File: src/rtl/multicycle_ctrl.sv
// Multi-cycle control FSM for the MIPS-lite core (IF/ID/EX/MEM/WB + ERR).
// Optional retired-instruction counter: define MULTICYCLE_CTRL_RETIRE_CNT_EN.
module multicycle_ctrl #(
    parameter int unsigned MAX_WAIT = 15
) (
    input  logic        clk,
    input  logic        reset,
    input  logic [5:0]  opCode,
    input  logic [5:0]  funct,
    input  logic        zero,
    input  logic        mem_ack,
    output logic        mem_req,
    output logic        mem_we,
    output logic        ir_we,
    output logic        pc_we,
    output logic [1:0]  npcMode,
    output logic        reg_we,
    output logic [1:0]  regWAMux,
    output logic [1:0]  regWDMux,
    output logic [2:0]  aluOp,
    output logic        aluSrcMux,
    output logic        extMode,
    output logic        retire,
    output logic        err,
    output logic [2:0]  state,
    output logic [31:0] instr_cnt
);

    typedef enum logic [2:0] {
        S_IF  = 3'd0,
        S_ID  = 3'd1,
        S_EX  = 3'd2,
        S_MEM = 3'd3,
        S_WB  = 3'd4,
        S_ERR = 3'd7
    } state_t;

    localparam logic [5:0] OP_R   = 6'h00;
    localparam logic [5:0] OP_J   = 6'h02;
    localparam logic [5:0] OP_JAL = 6'h03;
    localparam logic [5:0] OP_BEQ = 6'h04;
    localparam logic [5:0] OP_ORI = 6'h0d;
    localparam logic [5:0] OP_LUI = 6'h0f;
    localparam logic [5:0] OP_LW  = 6'h23;
    localparam logic [5:0] OP_SW  = 6'h2b;
    localparam logic [5:0] FN_JR  = 6'h08;
    localparam logic [5:0] FN_ADD = 6'h20;
    localparam logic [5:0] FN_SUB = 6'h22;

    localparam logic [7:0] WAIT_LAST = 8'(MAX_WAIT - 1);

    state_t     r_state;
    logic [7:0] r_wait;
    logic       r_err;

    logic w_rtype, w_add, w_sub, w_jr, w_ori, w_lui;
    logic w_lw, w_sw, w_beq, w_j, w_jal, w_nop;
    logic w_wait_hit;

    assign w_rtype = (opCode == OP_R);
    assign w_add   = w_rtype && (funct == FN_ADD);
    assign w_sub   = w_rtype && (funct == FN_SUB);
    assign w_jr    = w_rtype && (funct == FN_JR);
    assign w_ori   = (opCode == OP_ORI);
    assign w_lui   = (opCode == OP_LUI);
    assign w_lw    = (opCode == OP_LW);
    assign w_sw    = (opCode == OP_SW);
    assign w_beq   = (opCode == OP_BEQ);
    assign w_j     = (opCode == OP_J);
    assign w_jal   = (opCode == OP_JAL);
    assign w_nop   = !(w_add || w_sub || w_jr || w_ori || w_lui ||
                       w_lw || w_sw || w_beq || w_j || w_jal);

    assign w_wait_hit = (r_wait == WAIT_LAST);

    // State sequencing, memory wait counter and sticky timeout flag
    always_ff @(posedge clk or posedge reset) begin
        if (reset) begin
            r_state <= S_IF;
            r_wait  <= 8'd0;
            r_err   <= 1'b0;
        end else begin
            case (r_state)
                S_IF, S_MEM: begin
                    if (mem_ack) begin
                        r_wait <= 8'd0;
                        if (r_state == S_IF)
                            r_state <= S_ID;
                        else if (w_lw)
                            r_state <= S_WB;
                        else
                            r_state <= S_IF;
                    end else if (w_wait_hit) begin
                        r_wait  <= 8'd0;
                        r_state <= S_ERR;
                        r_err   <= 1'b1;
                    end else begin
                        r_wait <= r_wait + 8'd1;
                    end
                end
                S_ID: begin
                    if (w_j || w_jal || w_jr || w_nop)
                        r_state <= S_IF;
                    else
                        r_state <= S_EX;
                end
                S_EX: begin
                    if (w_lw || w_sw)
                        r_state <= S_MEM;
                    else if (w_beq || w_nop)
                        r_state <= S_IF;
                    else
                        r_state <= S_WB;
                end
                S_WB:    r_state <= S_IF;
                S_ERR:   r_state <= S_ERR;
                default: r_state <= S_IF;
            endcase
        end
    end

    // Per-state enables and mux selects; everything held at 0 during reset
    always_comb begin
        mem_req   = 1'b0;
        mem_we    = 1'b0;
        ir_we     = 1'b0;
        pc_we     = 1'b0;
        npcMode   = 2'd0;
        reg_we    = 1'b0;
        regWAMux  = 2'd0;
        regWDMux  = 2'd0;
        aluOp     = reset ? 3'd0 : 3'd7;
        aluSrcMux = 1'b0;
        extMode   = 1'b0;
        retire    = 1'b0;
        if (!reset) begin
            case (r_state)
                S_IF: begin
                    mem_req = 1'b1;
                    ir_we   = mem_ack;
                    pc_we   = mem_ack;
                end
                S_ID: begin
                    if (w_j || w_jal) begin
                        pc_we   = 1'b1;
                        npcMode = 2'd2;
                        retire  = 1'b1;
                    end
                    if (w_jal) begin
                        reg_we   = 1'b1;
                        regWAMux = 2'd2;
                        regWDMux = 2'd2;
                    end
                    if (w_jr) begin
                        pc_we   = 1'b1;
                        npcMode = 2'd3;
                        retire  = 1'b1;
                    end
                    if (w_nop)
                        retire = 1'b1;
                end
                S_EX: begin
                    if (w_beq) begin
                        aluOp   = 3'd1;
                        pc_we   = zero;
                        npcMode = 2'd1;
                        retire  = 1'b1;
                    end else if (w_lw || w_sw) begin
                        aluOp     = 3'd0;
                        aluSrcMux = 1'b1;
                        extMode   = 1'b1;
                    end else if (w_add) begin
                        aluOp = 3'd0;
                    end else if (w_sub) begin
                        aluOp = 3'd1;
                    end else if (w_ori) begin
                        aluOp     = 3'd2;
                        aluSrcMux = 1'b1;
                    end else if (w_lui) begin
                        aluOp     = 3'd3;
                        aluSrcMux = 1'b1;
                    end
                end
                S_MEM: begin
                    mem_req   = 1'b1;
                    mem_we    = w_sw;
                    aluOp     = 3'd0;
                    aluSrcMux = 1'b1;
                    extMode   = 1'b1;
                    retire    = mem_ack && w_sw;
                end
                S_WB: begin
                    reg_we   = 1'b1;
                    retire   = 1'b1;
                    regWAMux = (w_add || w_sub) ? 2'd1 : 2'd0;
                    regWDMux = w_lw ? 2'd1 : 2'd0;
                end
                default: ;
            endcase
        end
    end

    assign err   = reset ? 1'b0 : r_err;
    assign state = reset ? 3'd0 : r_state;

`ifdef MULTICYCLE_CTRL_RETIRE_CNT_EN
    logic [31:0] r_instr_cnt;

    // Retired-instruction counter, wraps naturally at 2^32
    always_ff @(posedge clk or posedge reset) begin
        if (reset)
            r_instr_cnt <= 32'd0;
        else if (retire)
            r_instr_cnt <= r_instr_cnt + 32'd1;
    end

    assign instr_cnt = reset ? 32'd0 : r_instr_cnt;
`else
    assign instr_cnt = 32'd0;
`endif

endmodule

File: config.mk
export PLATFORM = sky130hd
export DESIGN_NAME = multicycle_ctrl
export DESIGN_NICKNAME = d
export VERILOG_FILES = /design/src/rtl/multicycle_ctrl.sv
export SDC_FILE = /design/constraint.sdc
export NUM_CORES = 1
export LEC_CHECK = 0
export CAP_MARGIN = 15
export CORE_MARGIN = 10
export CORE_UTILIZATION = 35
export CTS_CLUSTER_SIZE = 40
export DETAILED_ROUTE_END_ITERATION = 6
export PLACE_DENSITY = 0.71
export SYNTH_ARGS = -nofsm -noshare
export SYNTH_HDL_FRONTEND = slang
export SYNTH_SLANG_ARGS = --single-unit
File: constraint.sdc
create_clock -name clk -period 4.7 [get_ports clk]
set_input_delay 0.94 -clock clk [delete_from_list [all_inputs] [get_ports clk]]
set_output_delay 0.94 -clock clk [all_outputs]
set_load 0.1 [all_outputs]
* After elaboration in Yosys (flattened, before gate mapping) *
Index checks and enable logic that the tools add are counted.

word-level totals
  register bits after elaboration = 12
  bits in latches = 0
  memory bits (writable) = 0
  bits in read-only memories = 0
  bits of input ports = 16
  output and inout port bits = 53
  word-level logic and storage cells = 108
  memories kept = 0

operators by class
  add/sub/neg operators = 1
  $mul = 0
  divide/modulo/power cells = 0
  $lt $le $gt $ge = 0
  equality and inequality tests = 17
  shift operators = 0
  mux-type cells = 63
  bitwise operators = 1
  reduce and logical (&&, ||, !) cells = 23

operators by type and width
  cell                                                   count
  2-to-1 mux 3 bit                                       15
  2-to-1 mux 1 bit                                       29
  == test 6 bit, second input constant                   4
  == test 6 x 4 -> 1 bit, second input constant          3
  2-to-1 mux 8 bit                                       2
  logical OR 1 bit                                       14
  2-to-1 mux 2 bit                                       7
  == test 6 x 2 -> 1 bit, second input constant          2
  case mux 2 bit (2 select lines)                        3
  case mux 3 bit (4 select lines)                        1
  adder 8 x 1 -> 8 bit, second input constant            1
  == test 8 x 4 -> 1 bit, second input constant          1
  == test 3 x 2 -> 1 bit, second input constant          2
  == test 3 bit, second input constant                   2
  == test 6 x 3 -> 1 bit, second input constant          1
  logical NOT 6 bit                                      1
  case mux 1 bit (2 select lines)                        3
  case mux 3 bit (2 select lines)                        1
  logical AND 1 bit                                      4
  case mux 1 bit (4 select lines)                        1
  == test 3 x 1 -> 1 bit, second input constant          1
  logical NOT 3 bit                                      1
  inequality test 3 x 1 -> 1 bit, second input constant  1
  case mux 1 bit (3 select lines)                        1
  other kinds (4)                                        4

* Longest topological paths before layout *
Gate-level depths: netlist (run 1).

  word-level depth = 16
  gate-level depth with buffers = 7
  mapped depth without buffers = 6

* Least setup slack after synthesis (run 1) *
No wires, ideal clock.

  path kind = input-to-output
  from = in opCode[3]
  to = out reg_we
  data arrival time = 5.334 ns
  data required time = 3.760 ns
  slack = -1.574 ns
  cell stages on the path = 4
  buffers on the path = 1
  cells stage by stage = or4_1 > buf_2 > nor4_1 > a21o_1

on the way
  longest elaborated chain between the ends = 4

ends and longest elaborated chain
  element                          line  RTL
  start, declared                  8     input logic [5:0] opCode,
  == test 6 x 2 -> 1 bit           70    assign w_jal = (opCode == OP_JAL);
  2-to-1 mux 1 bit                 149   if (w_jal) begin
  case mux 1 bit (2 select lines)  137   case (r_state)
  2-to-1 mux 1 bit                 136   if (!reset) begin
  end, declared                    17    output logic reg_we,

Every way passes these cells.

* Worst setup path in the final report (run 1) *
  from = in opCode[3]
  to = out npcMode[0]

on the way
  longest elaborated chain between the ends = 5
  elaborated cells on any way between the ends = 7
  classes of those cells = eq/ne: 1; mux: 4; reduce/logical: 2

ends and longest elaborated chain
  element                              line  RTL
  logical NOT 6 bit                    60    assign w_rtype = (opCode == OP_R);
  logical AND 1 bit                    63    assign w_jr = w_rtype && (funct == FN_JR);
  2-to-1 mux 2 bit                     154   if (w_jr) begin
  case mux 2 bit (2 select lines) (*)  137
  2-to-1 mux 2 bit (*)                 136
  end, declared                        16    output logic [1:0] npcMode,

Every way passes the cells marked *; elsewhere a longest branch is shown, timed or not.

==> results of run 1 <==
-- state kept, by name, indices dropped and copies added, names as in the netlist --
| signal | flops |
|---|---|
| r_err | 1 |
| r_state | 3 |
| r_wait | 8 |
-- kinds of logic (layout without fill, tap and decap cells) --
logic type,after synthesis,after routing
fa+ha+maj,2,2
xor+xnor,2,2
buf+inv,46,46
simple gates,75,75
compound gates,34,34
flops,12,12
other cells,1,32
mux,5,5
-- layer usage --
layer  part of all wire  vias up
met2               0.44       52
met5                  0        -
met3              0.052        5
li1                   -      648
met1               0.50      642
met4              0.012        0
-- power by group through the flow --
stage                     clock network [W]  registers (W)  logic, W
after floorplan                           0       0.000142  0.000548
after global placement                    0       0.000172  0.000625
after detailed placement                  0       0.000173  0.000625
after CTS                         0.0000971       0.000171  0.000627
after global routing               0.000104       0.000178  0.000669
final                             0.0000954       0.000171  0.000627
-- worst register-to-register path: stages (launching register included) --
cell and delay [ps]:
dfrtp_1 420, inv_1 60, ha_1 180, and3_1 190
nand2_1 300, nand2_1 180, a221o_1 340
-- layout make-up --
type / count / area (µm²)
Clock buffer: 3 / 41.29
Fill cell: 384 / 2014
Inverter: 5 / 18.77
Multi-Input combinational cell: 150 / 948.4
Sequential cell: 12 / 300.3
Tap cell: 48 / 60.06
Timing Repair Buffer: 38 / 360.3
-- path summary, 6_finish.rpt --
kind,startpoint,endpoint,cells past startpoint
max reg2reg,r_wait[0],r_state[1],6
min,r_err,r_err,1
min in group asynchronous,reset,r_state[1],3
min reg2reg,r_err,r_err,1
max in group asynchronous,reset,r_wait[6],3
max,opCode[3],npcMode[0],6
-- Yosys cell counts, drive strengths merged, types with 6 or more instances --
| library cell | instances |
|---|---|
| buf | 34 |
| dfrtp | 12 |
| clkbuf | 7 |
| nor3 | 6 |
| nor2b | 8 |
| nand3 | 11 |
| nor2 | 9 |
| a21oi | 6 |
| nand2 | 11 |
-- stage by stage --
step / cells / area, µm² / power, W / util / hold slack (ps)
CTS: 256 / 1729 / 0.0008955 / 0.4619 / 462.4
detailed placement: 253 / 1688 / 0.0007983 / 0.4509 / 450.9
global placement: 253 / 1688 / 0.0007967 / 0.4509 / 447.6
floorplan: 208 / 1546 / 0.0006898 / - / 430.8
finish: 256 / 1729 / 0.0008933 / 0.4619 / 459.0
global route: 256 / 1729 / 0.0009512 / 0.4619 / 502.2
==> flow_summary.toml, run 1 <==
[run_status]
status = "finished clean"

[grt]
grt_pass1_vias = 1260
overflow = 0
met3_usage = 0.02539
grt_use_met2 = 0.1648
grt.total_usage = 0.1109
grt_pass1_wl_mm = 6.555
antenna_found_initial = 0
met1_usage = 0.1506
grt-busiest-layer = "met2"
grt_start_max_net_pins = 18

[placed_design]
dp_slack_ps = 700.9
place_congestion = 0.8265
dp_hpwl_mm = 3.170
io_buffer_count = 36

[setup_path]
cp_slowest_cell = "or4_1"
cp_data_required_time_ps = 3760
path_cells = "clkdlybuf4s50_1, or4_1, nor4_1, nand4_1, a21oi_1, buf_12"
cp_max_fo = 6
worstSetupPathType = "input pin to output pin"
worst-path-buf-inv = 2
reg2reg_slack_ps = 2910
cp-start-kind = "input pin"
critPathCaptureType = "output pin"
crit_arrival_ps = 3080
cpPeakStageDelay_ps = 710
crit_family = "simple AND/OR/NAND/NOR gates"

[timing]
fin_skew_ps = 3.997
fmax_mhz = 248.8
finalWorstSetupSlack_ps = 680.7
maxSlewViolCount = 0
grt_setup_unrepaired = "no"
timing.final.hold_violations = 0
finalCritPeriodShare = 0.8552
setup_viol = 0
slew_headroom = 0.6554
tns_ps = 0
fin_crit_ps = 4019
worst_slew_pin_slew_ps = 516.9

[floorplan]
die_x_um = 83.02
initial_utilization = 0.3713
io_pins = 69
die_y_um = 83.02
die-area_um2 = 6892
row_count = 22
core_area_um2 = 3744

[yosys]
netlist.area_leader.share = 0.2160
synth.largest_area_cell = "dfrtp_1"
synth_top_family_by_area = "simple AND/OR/NAND/NOR gates"
ys_seq_area_frac = 0.2160
synth_edf_count = 0
yosys_most_used_dff = "dfrtp_1"
ys.warnings.count = 0
synthCells = 177
synthXorXnorAreaFrac = 0.01260
yosys.cell_types.count = 47
synth-compound-area-share = 0.1764
async_flop_share = 1.000
synthAdderAreaFrac = 0.01800
yosys.area_share.simple = 0.3240
netlist_area_um2 = 1390
syn_area_per_cell_um2 = 7.854
muxShareOfSynthArea = 0.03600
synth_area_leaders = "dfrtp_1 22%, buf_4 18%, nand3_1 4.0%, mux2i_1 3.6%, nor2b_1 3.6%"
ys_seq_elements = 12

[clocking]
clk_pin_slew_ps = 50
cts_buffers = 3
root_buffer = "clkbuf_8"
cts.path.max_buffers = 2
clock_latency_ps = 250
cts_setup_buffers = 0
cts_hold_buf = 0
ctsResizeCount = 0
htree_num_levels = 1
cts.sinks = 12
cts_tree = "built"

[pwr]
vdd_drop_max_mv = 0.3672
swShare = 0.6208
power_frac_seq = 0.192
power_switching_w = 0.0005546
leakagePower_nw = 0.7776
comb_power_share = 0.701
pwr-share-clk = 0.107
p_per_area_nw_per_um2 = 516.6
p_int_w = 0.0003387

[routing]
post-route-drc-count = 0
via_per_inst = 5.262
num_vias = 1347
routed_wl_mm = 4.001
routedWlPerCell_um = 15.63
firstDrtPassIters = 4
drt-initial-drc-count = 96
ant_nets = 0

[finish]
area_growth_syn_to_layout_pct = 24.39
drive_gt1_frac = 0.1731
antenna_cells = 0
layout_commonest_cell = "conb_1"
layout.nets = 228
layout_common_cells = "32 x conb_1, 20 x buf_4, 15 x clkdlybuf4s50_1"

[hold_path]
hold_class = "flip-flop to flip-flop"

[job]
maxCapViolCount = 0
(Power assumes the default switching activity.)
==> run 2, diff against run 1 <==
--- a/config.mk
+++ b/config.mk
@@ -6,11 +6,13 @@
 export NUM_CORES = 1
 export LEC_CHECK = 0
 export CAP_MARGIN = 15
+export CELL_PAD_IN_SITES_DETAIL_PLACEMENT = 2
+export CELL_PAD_IN_SITES_GLOBAL_PLACEMENT = 2
 export CORE_MARGIN = 10
-export CORE_UTILIZATION = 35
+export CORE_UTILIZATION = 23
 export CTS_CLUSTER_SIZE = 40
 export DETAILED_ROUTE_END_ITERATION = 6
-export PLACE_DENSITY = 0.71
+export PLACE_DENSITY_LB_ADDON = 0.1
 export SYNTH_ARGS = -nofsm -noshare
 export SYNTH_HDL_FRONTEND = slang
 export SYNTH_SLANG_ARGS = --single-unit
==> run 2 against run 1 <==
  * Die area up 39%
  * Via count hardly changed
  * Clock power shrank 3.5%
  * Combinational power rose by 3%
  * Wire length grew 28%
  * Clock skew fell by 3.4 ps
  * Final area increased by 2.7%
  * Critical path type unchanged
  * Sequential cell count unchanged
  * Sequential power about the same
  * Largest cell class unchanged
  * Maximum frequency down 1.5%
  * Setup slack worse by 59 ps
==> flow_summary.toml, run 2 (synthesized netlist as in run 1, its figures left out) <==
[run_status]
status = "finished clean"

[finish]
antenna_cells = 0
layout_commonest_cell = "conb_1"
area_growth_syn_to_layout_pct = 27.72
top_register = "r_wait"
drive_gt1_frac = 0.1731
largest_register_ffs = 8
finalInstanceArea_um2 = 1775
layout_common_cells = "32 x conb_1, 19 x buf_4, 15 x clkdlybuf4s50_1"
layout.nets = 228
largestRegisters = "r_wait x8, r_state x3, r_err x1"

[job]
maxCapViolCount = 0

[routing]
routedWlPerCell_um = 18.16
via_per_inst = 4.763
ant_nets = 0
firstDrtPassIters = 4
num_vias = 1348
post-route-drc-count = 0
routed_wl_mm = 5.139
drt-initial-drc-count = 28

[placed_design]
place_congestion = 0.8242
io_buffer_count = 36
placed_area_um2 = 1734
dp_hpwl_mm = 4.228

[clocking]
htree_num_levels = 1
clk_pin_slew_ps = 50
cts_tree = "built"
root_buffer = "clkbuf_8"
clock_latency_ps = 230
cts_hold_buf = 0
ctsResizeCount = 0
cts_setup_buffers = 0
cts.path.max_buffers = 2
cts_buffers = 3
cts.sinks = 12

[timing]
setup_viol = 0
fin_crit_ps = 4079
fin_skew_ps = 0.6463
fmax_mhz = 245.2
hold_ws_ps = 473.7
grt_setup_unrepaired = "no"
worst_slew_pin_slew_ps = 796.2
finalCritPeriodShare = 0.8678
timing.final.hold_violations = 0
tns_ps = 0
maxSlewViolCount = 0
slew_headroom = 0.4675

[floorplan]
row_count = 28
io_pins = 69
initial_utilization = 0.2362
core_area_um2 = 5886
die_x_um = 97.74
die-area_um2 = 9553
die_y_um = 97.74

[grt]
grt_pass1_wl_mm = 8.431
overflow = 0
antenna_found_initial = 0
grt_pass1_vias = 1498
grt.total_usage = 0.1046
grt_start_max_net_pins = 18

[setup_path]
worstSetupPathType = "input pin to output pin"
cp-start-kind = "input pin"
cp_data_required_time_ps = 3760
critPathCaptureType = "output pin"
cp_max_fo = 7
crit_arrival_ps = 3140

[pwr]
leakagePower_nw = 0.7803
p_per_area_nw_per_um2 = 513.2
vdd_drop_max_mv = 0.2250

[hold_path]
hold_class = "flip-flop to flip-flop"
## run 2: changes by cell type in the layout (fill, tap and decap cells not counted)
cell    delta
buf_12     +1
buf_4      -1
## run 2: through the flow
stage	total power, W	instances	utilization	setup slack [ps]
after CTS	0.0009239	283	0.3017	634.1
after detailed placement	0.0008257	280	0.2946	652.1
after global placement	0.0008166	280	0.2946	681.8
final	0.0009112	283	0.3017	621.4
after floorplan	0.0006898	208	-	130.7
after global routing	0.0009809	283	0.3017	473.6
## run 2: cell type report
class | instances | area [µm²]
inverters | 5 | 18.77
clock buffers | 3 | 41.29
fillers | 704 | 4110
flip-flops and latches | 12 | 300.3
well taps | 75 | 93.84
repair buffers | 38 | 372.9
multi-input cells | 150 | 948.4
## run 2: final timing paths
path	from	endpoint	slack, ps	cells past startpoint
min reg2reg	r_err	r_err	470	1
max in group asynchronous	reset	r_wait[5]	2940	3
max	opCode[1]	retire	620	6
min in group asynchronous	reset	r_wait[7]	1600	3
max reg2reg	r_wait[0]	r_state[1]	2820	6
min	r_err	r_err	470	1
## run 2: critical path, stage by stage
cell	delay, ps
clkdlybuf4s50_1	620
and4bb_1	310
nand2_1	200
or4_1	530
a41oi_1	310
buf_12	220
## run 2: routing by layer
metal / global-route usage / vias to the layer above / wire [µm]
met1: 0.1225 / 660 / 2269
met2: 0.1850 / 42 / 2562
met4: 0.02349 / 0 / 16
met5: 0 / - / 0
li1: - / 644 / -
met3: 0.02819 / 2 / 290
## run 2: power by group
part           internal [W]  total [W]  switching, W
registers          0.000122   0.000174     0.0000523
clock network     0.0000563  0.0000921     0.0000357
logic              0.000163   0.000645      0.000482
total              0.000342   0.000911      0.000570
==> run 3, diff against run 2 <==
--- a/config.mk
+++ b/config.mk
@@ -13,6 +13,7 @@
 export CTS_CLUSTER_SIZE = 40
 export DETAILED_ROUTE_END_ITERATION = 6
 export PLACE_DENSITY_LB_ADDON = 0.1
+export SLEW_MARGIN = 20
 export SYNTH_ARGS = -nofsm -noshare
 export SYNTH_HDL_FRONTEND = slang
 export SYNTH_SLANG_ARGS = --single-unit
==> results of run 3 <==
The final DEF is identical to that of run 2; final timing and power are the same.
